## config.mk

```make
export PLATFORM = sky130hd
export DESIGN_NAME = cfg_deserializer_flat
export DESIGN_NICKNAME = d
export VERILOG_FILES = /design/src/rtl/cfg_deserializer_if.sv /design/src/rtl/cfg_deserializer.sv /design/src/flat_wrapper.sv
export SDC_FILE = /design/constraint.sdc
export NUM_CORES = 1
export LEC_CHECK = 0
export BUFFER_PORTS_ARGS = -buffer_cell sky130_fd_sc_hd__buf_4
export CAP_MARGIN = 20
export CORE_UTILIZATION = 57
export CTS_CLUSTER_SIZE = 14
export DETAILED_ROUTE_END_ITERATION = 7
export GPL_ROUTABILITY_DRIVEN = 0
export PLACE_DENSITY = 0.89
export SLEW_MARGIN = 10
export SYNTH_ARGS = -nofsm -noshare
export SYNTH_HDL_FRONTEND = slang
export SYNTH_SLANG_ARGS = --single-unit
export TNS_END_PERCENT = 50
```

## constraint.sdc

```tcl
create_clock -name clk_i -period 2.36 [get_ports clk_i]
set_input_delay 0 -clock clk_i [delete_from_list [all_inputs] [get_ports clk_i]]
set_output_delay 0 -clock clk_i [all_outputs]
set_load 0.02 [all_outputs]
```

## src/rtl/cfg_deserializer_if.sv

```systemverilog
// Byte-stream and register-write signals between a config byte source and cfg_deserializer.
// master = stream source / write observer, slave = the deserializer.
interface cfg_deserializer_if #(
  parameter int MEM_WIDTH   = 24,
  parameter int DATA_WIDTH  = 8,
  parameter int WORD_NUMBER = 326
);
  localparam int ADDR_WIDTH = MEM_WIDTH - DATA_WIDTH;
  localparam int CNT_WIDTH  = $clog2(WORD_NUMBER + 1);

  logic                  strb_i;
  logic [DATA_WIDTH-1:0] data_i;
  logic                  ack_o;
  logic                  wr_en_o;
  logic [ADDR_WIDTH-1:0] wr_addr_o;
  logic [DATA_WIDTH-1:0] wr_data_o;
  logic [CNT_WIDTH-1:0]  word_cnt_o;
  logic                  done_o;
  logic                  addr_err_o;
  logic                  proto_err_o;
  logic                  timeout_o;

  modport master (
    output strb_i, data_i,
    input  ack_o, wr_en_o, wr_addr_o, wr_data_o, word_cnt_o,
    input  done_o, addr_err_o, proto_err_o, timeout_o
  );

  modport slave (
    input  strb_i, data_i,
    output ack_o, wr_en_o, wr_addr_o, wr_data_o, word_cnt_o,
    output done_o, addr_err_o, proto_err_o, timeout_o
  );
endinterface

```

## src/rtl/cfg_deserializer.sv

```systemverilog
// Device-side receiver of the config byte stream: checks the slave address, rebuilds words MSB byte
// first and emits each as one register write. Define TIMEOUT_EN to enable the intra-word gap timeout.
module cfg_deserializer #(
  parameter int                    MEM_WIDTH      = 24,
  parameter int                    DATA_WIDTH     = 8,
  parameter int                    WORD_NUMBER    = 326,
  parameter logic [DATA_WIDTH-1:0] SLAVE_ADDR     = 8'b11101000,
  parameter int                    TIMEOUT_CYCLES = 1024
) (
  input  logic                clk_i,
  input  logic                arstn_i,
  cfg_deserializer_if.slave   bus
);
  localparam int CYCLES     = MEM_WIDTH / DATA_WIDTH;
  localparam int ADDR_WIDTH = MEM_WIDTH - DATA_WIDTH;
  localparam int CNT_WIDTH  = $clog2(WORD_NUMBER + 1);
  localparam int BCNT_W     = (CYCLES > 1) ? $clog2(CYCLES) : 1;

  if ((MEM_WIDTH % DATA_WIDTH) != 0 || MEM_WIDTH <= DATA_WIDTH || TIMEOUT_CYCLES < 1)
  begin : g_badParams
    $error("cfg_deserializer: MEM_WIDTH must be a multiple (>1) of DATA_WIDTH, TIMEOUT_CYCLES >= 1");
  end

  typedef enum logic [1:0] {
    ST_SLV,
    ST_BYTE,
    ST_WRITE
  } state_t;

  state_t                r_state;
  state_t                w_nextState;
  logic [BCNT_W-1:0]     r_byteCnt;
  logic [BCNT_W-1:0]     w_byteCntNext;
  logic [ADDR_WIDTH-1:0] r_shift;
  logic [ADDR_WIDTH-1:0] w_shiftNext;
  logic [ADDR_WIDTH-1:0] r_wrAddr;
  logic [DATA_WIDTH-1:0] r_wrData;
  logic [CNT_WIDTH-1:0]  r_wordCnt;
  logic [CNT_WIDTH-1:0]  w_wordCntNext;
  logic                  r_ack;
  logic                  r_addrErr;
  logic                  r_protoErr;
  logic                  r_timeout;
  logic                  w_ack;
  logic                  w_addrErr;
  logic                  w_protoErr;
  logic                  w_timeout;
  logic                  w_load;
  logic                  w_lastByte;
  logic                  w_passDone;
  logic                  w_expire;
  logic [MEM_WIDTH-1:0]  w_word;

  // Only the bytes already received need storing; the incoming byte completes the word.
  assign w_word     = {r_shift, bus.data_i};
  assign w_lastByte = (r_byteCnt == BCNT_W'(CYCLES - 1));
  assign w_passDone = (r_wordCnt == CNT_WIDTH'(WORD_NUMBER));

`ifdef TIMEOUT_EN
  localparam int GAP_W = $clog2(TIMEOUT_CYCLES + 1);

  logic [GAP_W-1:0] r_gap;
  logic             w_gapRun;

  // A strobe on the expiry cycle suppresses the expiry, so the byte wins.
  assign w_gapRun = (r_state == ST_BYTE) && (r_byteCnt != '0) && !bus.strb_i;
  assign w_expire = w_gapRun && (r_gap == GAP_W'(TIMEOUT_CYCLES - 1));

  always_ff @(posedge clk_i or negedge arstn_i) begin
    if (!arstn_i) begin
      r_gap <= '0;
    end else if (!w_gapRun || w_expire) begin
      r_gap <= '0;
    end else begin
      r_gap <= r_gap + GAP_W'(1);
    end
  end
`else
  assign w_expire = 1'b0;
`endif

  always_ff @(posedge clk_i or negedge arstn_i) begin
    if (!arstn_i) begin
      r_state <= ST_SLV;
    end else begin
      r_state <= w_nextState;
    end
  end

  always_comb begin
    w_nextState   = r_state;
    w_byteCntNext = r_byteCnt;
    w_shiftNext   = r_shift;
    w_wordCntNext = r_wordCnt;
    w_ack         = 1'b0;
    w_addrErr     = 1'b0;
    w_protoErr    = 1'b0;
    w_timeout     = 1'b0;
    w_load        = 1'b0;
    unique case (r_state)
      ST_SLV: begin
        if (bus.strb_i) begin
          if (bus.data_i == SLAVE_ADDR) begin
            w_ack         = 1'b1;
            w_byteCntNext = '0;
            w_nextState   = ST_BYTE;
          end else begin
            w_addrErr = 1'b1;
          end
        end
      end
      ST_BYTE: begin
        if (bus.strb_i) begin
          w_ack       = 1'b1;
          w_shiftNext = w_word[ADDR_WIDTH-1:0];
          if (w_lastByte) begin
            w_load        = 1'b1;
            w_wordCntNext = r_wordCnt + CNT_WIDTH'(1);
            w_byteCntNext = '0;
            w_nextState   = ST_WRITE;
          end else begin
            w_byteCntNext = r_byteCnt + BCNT_W'(1);
          end
        end else if (w_expire) begin
          w_timeout     = 1'b1;
          w_byteCntNext = '0;
          w_shiftNext   = '0;
        end
      end
      ST_WRITE: begin
        // The write cycle cannot take a byte; flag it and carry on as if it never came.
        w_protoErr = bus.strb_i;
        if (w_passDone) begin
          w_wordCntNext = '0;
          w_nextState   = ST_SLV;
        end else begin
          w_byteCntNext = '0;
          w_nextState   = ST_BYTE;
        end
      end
      default: begin
        w_nextState = ST_SLV;
      end
    endcase
  end

  always_ff @(posedge clk_i or negedge arstn_i) begin
    if (!arstn_i) begin
      r_byteCnt  <= '0;
      r_shift    <= '0;
      r_wordCnt  <= '0;
      r_wrAddr   <= '0;
      r_wrData   <= '0;
      r_ack      <= 1'b0;
      r_addrErr  <= 1'b0;
      r_protoErr <= 1'b0;
      r_timeout  <= 1'b0;
    end else begin
      r_byteCnt  <= w_byteCntNext;
      r_shift    <= w_shiftNext;
      r_wordCnt  <= w_wordCntNext;
      r_ack      <= w_ack;
      r_addrErr  <= w_addrErr;
      r_protoErr <= w_protoErr;
      r_timeout  <= w_timeout;
      if (w_load) begin
        r_wrAddr <= w_word[MEM_WIDTH-1:DATA_WIDTH];
        r_wrData <= w_word[DATA_WIDTH-1:0];
      end
    end
  end

  assign bus.ack_o       = r_ack;
  assign bus.wr_en_o     = (r_state == ST_WRITE);
  assign bus.wr_addr_o   = r_wrAddr;
  assign bus.wr_data_o   = r_wrData;
  assign bus.word_cnt_o  = r_wordCnt;
  assign bus.done_o      = (r_state == ST_WRITE) && w_passDone;
  assign bus.addr_err_o  = r_addrErr;
  assign bus.proto_err_o = r_protoErr;
  assign bus.timeout_o   = r_timeout;
endmodule

```

## src/flat_wrapper.sv

```systemverilog
// flat-port wrapper written by rule: the top's interface ports become plain ports
module cfg_deserializer_flat 
#(
  parameter int                    MEM_WIDTH      = 24,
  parameter int                    DATA_WIDTH     = 8,
  parameter int                    WORD_NUMBER    = 326,
  parameter logic [DATA_WIDTH-1:0] SLAVE_ADDR     = 8'b11101000,
  parameter int                    TIMEOUT_CYCLES = 1024
)
  (clk_i, arstn_i, bus_strb_i, bus_data_i, bus_ack_o, bus_wr_en_o, bus_wr_addr_o, bus_wr_data_o, bus_word_cnt_o, bus_done_o, bus_addr_err_o, bus_proto_err_o, bus_timeout_o);
  cfg_deserializer_if #(.MEM_WIDTH(MEM_WIDTH), .DATA_WIDTH(DATA_WIDTH), .WORD_NUMBER(WORD_NUMBER)) bus_i ();
  input  logic clk_i;
  input  logic arstn_i;
  input wire logic [$bits(bus_i.strb_i)-1:0] bus_strb_i;
  input wire logic [$bits(bus_i.data_i)-1:0] bus_data_i;
  output wire logic [$bits(bus_i.ack_o)-1:0] bus_ack_o;
  output wire logic [$bits(bus_i.wr_en_o)-1:0] bus_wr_en_o;
  output wire logic [$bits(bus_i.wr_addr_o)-1:0] bus_wr_addr_o;
  output wire logic [$bits(bus_i.wr_data_o)-1:0] bus_wr_data_o;
  output wire logic [$bits(bus_i.word_cnt_o)-1:0] bus_word_cnt_o;
  output wire logic [$bits(bus_i.done_o)-1:0] bus_done_o;
  output wire logic [$bits(bus_i.addr_err_o)-1:0] bus_addr_err_o;
  output wire logic [$bits(bus_i.proto_err_o)-1:0] bus_proto_err_o;
  output wire logic [$bits(bus_i.timeout_o)-1:0] bus_timeout_o;
  assign bus_i.strb_i = bus_strb_i;
  assign bus_i.data_i = bus_data_i;
  assign bus_ack_o = bus_i.ack_o;
  assign bus_wr_en_o = bus_i.wr_en_o;
  assign bus_wr_addr_o = bus_i.wr_addr_o;
  assign bus_wr_data_o = bus_i.wr_data_o;
  assign bus_word_cnt_o = bus_i.word_cnt_o;
  assign bus_done_o = bus_i.done_o;
  assign bus_addr_err_o = bus_i.addr_err_o;
  assign bus_proto_err_o = bus_i.proto_err_o;
  assign bus_timeout_o = bus_i.timeout_o;
  cfg_deserializer #(.MEM_WIDTH(MEM_WIDTH), .DATA_WIDTH(DATA_WIDTH), .WORD_NUMBER(WORD_NUMBER), .SLAVE_ADDR(SLAVE_ADDR), .TIMEOUT_CYCLES(TIMEOUT_CYCLES)) u_core (.clk_i(clk_i), .arstn_i(arstn_i), .bus(bus_i));
endmodule
```

==> summary.txt <==
Outcome
  – Outcome: finished clean

Synth
  – Ranking of synthesized cells by area: dfrtp_1 (62%), mux2_2 (12%), nand2_1 (8.9%), buf_4 (1.3%), xnor2_1 (1.2%)
  – Syn Std Cell Area: 2270 sq um
  – Synth top cells by count: dfrtp_1 (56), nand2_1 (54), mux2_2 (25), buf_4 (4)
  – Largest family of logic cells by synthesized area: simple AND/OR/NAND/NOR gates
  – XOR/XNOR Fraction of Synth Area: 1.54%
  – Number of synthesized flops with an enable pin: 0
  – Simple-gate share of the synthesized area: 17.0%
  – Share of the synthesized area in the top cell type: 61.6%
  – Biggest area consumer among synthesized cells: dfrtp_1
  – Mux contribution to synthesized area: 12.8%
  – Top-count cell post-synth: dfrtp_1
  – Syn_area_per_cell: 12.0 sq um
  – Area fraction in compound gates after synthesis: 3.41%
  – Register bit total from synthesis: 56
  – Seq/Total Area, Yosys: 61.6%
  – Netlist cell types: 36
  – Net Count, Synth: 202
  – Ys async rst share: 100%
  – Area share of fa/ha/maj cells after synthesis: 1.10%
  – Cells after Synth: 189
  – Most common flop cell mapped by yosys: dfrtp_1
  – YS warnings: 0

Route
  – Drt pass-1 iters: 4
  – Residual DRC: 0
  – Wirelength per Cell: 16.5 um
  – Final wirelength: 4930 um
  – Via count: 1,623
  – Post-route ant nets: 0
  – Vias per cell: 5.43
  – Iteration-0 DRC Markers: 112

GRT
  – Pin count of the biggest net entering global routing: 57
  – Vias in the first global route: 1,651
  – First-pass GRT wire length: 8130 um
  – Initial antenna violation count: 0
  – GRT Resource Usage Total: 25.9%
  – Grt total ovfl: 0

STA
  – Final Hold Fails: 0
  – RSZ-0062 raised after global routing: no
  – Setup TNS: 0 ns
  – Period minus WS final: 1.74 ns
  – Setup ws final: 0.620 ns
  – Period Utilization, post-route: 73.7%
  – Setup Viol. Count Final: 0
  – Slew headroom: 54.9%
  – Worst-margin pin slew: 0.676 ns
  – Fmax: 0.575 GHz
  – Fin Clk Skew: 0.00950 ns
  – Final Slew Violations: 0

Floorplan
  – Starting Density: 60.8%
  – Std-Cell Rows: 22
  – Core region area: 3740 sq um
  – Die X: 65.2 um
  – Die footprint: 4250 sq um
  – IO Pins: 50
  – Die Y: 65.2 um

Clocking
  – Hold_buf cts: 10
  – Clk root buf: clkbuf_8
  – CTS Buf Count: 5
  – CTS clk-pin slew, worst paths: 0.10 ns
  – CTS tree: yes
  – Sink Count: 56
  – Htree depth: 2
  – Buffer count from post-CTS setup fixing: 0
  – Clock Tree Buf Depth: 2
  – Clk_lat worst skew: 0.31 ns
  – PostCTS Resize Cnt: 0

Critical path
  – CP max stage cell: or4b_4
  – CP Max Fanout: 4
  – Worst setup SP type: flip-flop
  – Crit end category: flip-flop
  – WP data arrival: 1.89 ns
  – Max incr delay on CP: 0.57 ns
  – CP Cell Sequence: or4b_4, o21ai_0, o21ai_0
  – Worst setup path class: reg2reg
  – Critical Path RT: 2.51 ns
  – Crit path max-delay family: compound AO/OA/AOI/OAI gates
  – Buf/Inv on CP: 0
  – Worst R2R Setup Slack: 0.62 ns
  – Most used cell, CP: o21ai_0

Cells and area
  – Layout Nets: 263
  – Share of cells above drive strength 1: 35.1%
  – Area Growth Syn to Fin: 29.0%
  – Register Area: 1400 sq um
  – # diodes: 0
  – Multi-input logic area: 820 sq um
  – Filler cell count: 251

Placement
  – Port bufs: 48
  – Final HPWL DP: 3150 um
  – Place WS: 0.683 ns

Power
  – Leak: 1.53 nW
  – Worst vdd ir: 856 uV
  – Total chip power: 3.65 mW
  – Total power density per cell area: 1240 nW/um^2

Min path
  – HP Class: in2async

Run
  – Max cap viols: 0
==> kinds of logic (layout without fill, tap and decap cells) <==
group	after synthesis	after routing
and+or+nand+nor	79	79
DFF	56	56
muxes	26	26
AOI/OAI and AO/OA	11	11
buffers and inverters	10	72
xor gates and xnor gates	4	4
adders and majority gates	2	2
other	1	1
==> layer usage <==
layer / part of all wire (%) / global-route usage [%] / vias up
li1: - / - / 756
met1: 41 / 32.1 / 805
met2: 53 / 46.3 / 55
met3: 4.8 / 4.86 / 7
met4: 1.2 / 6.79 / 0
met5: 0 / 0 / -
==> final cells by class <==
class                           instances  share of cell area [%]
Timing Repair Buffer                   61                    16.5
Sequential cell                        56                    47.8
Multi-Input combinational cell        123                    27.9
Tap cell                               48                    2.05
Clock buffer                            5                    2.35
Inverter                                3                   0.384
Clock inverter                          3                    3.07
==> layout by cell type (no fill, tap or decap), drive strengths merged, types with 2 or more instances in the layout <==
cell type,instances
inv,3
nand4b,2
dlygate4sd3,10
mux2,25
and4,2
nand4,2
o21ai,3
nand3,2
ha,2
nand2b,3
xnor2,3
and2,2
and3,3
nor3,2
dfrtp,56
clkbuf,5
bufinv,3
nand2,54
buf,51
nor2b,2
==> state kept, by name, indices dropped and copies added (netlist names) <==
signal / count
u_core.bus.ack_o: 1
u_core.bus.addr_err_o: 1
u_core.bus.proto_err_o: 1
u_core.bus.word_cnt_o: 9
u_core.bus.wr_addr_o: 16
u_core.bus.wr_data_o: 8
u_core.r_byteCnt: 2
u_core.r_shift: 16
u_core.r_state: 2
==> metrics by stage <==
step	instance area, sq um	utilization, %	hold WS, ns	std cells
after floorplan	2270	-	-0.296	189
after global placement	2680	71.5	0.0834	281
after detailed placement	2680	71.5	0.0821	281
after CTS	2930	78.4	0.289	299
after global routing	2930	78.4	0.356	299
final	2930	78.4	0.269	299
==> where the power goes <==
| part | total [mW] | internal, mW | switching (mW) |
|---|---|---|---|
| sequential | 1.59 | 1.32 | 0.279 |
| combinational | 1.22 | 0.564 | 0.652 |
| clock | 0.837 | 0.530 | 0.307 |
| total | 3.65 | 2.41 | 1.24 |
==> path summary, 6_finish.rpt <==
path	from	endpoint	depth (start not counted)
setup / recovery	u_core.bus.word_cnt_o[5]$_DFFE_PN0P_	u_core.r_state[0]$_DFFE_PN0P_	3
hold / removal	arstn_i	u_core.bus.wr_data_o[2]$_DFFE_PN0P_	2
setup reg to reg	u_core.bus.word_cnt_o[5]$_DFFE_PN0P_	u_core.r_state[0]$_DFFE_PN0P_	3
hold reg to reg	u_core.r_shift[13]$_DFFE_PN0P_	u_core.r_shift[13]$_DFFE_PN0P_	2
max in group asynchronous	arstn_i	u_core.r_shift[12]$_DFFE_PN0P_	2
min in group clk_i	bus_data_i[5]	u_core.r_shift[5]$_DFFE_PN0P_	4
Power figures use the tool's default switching activity.
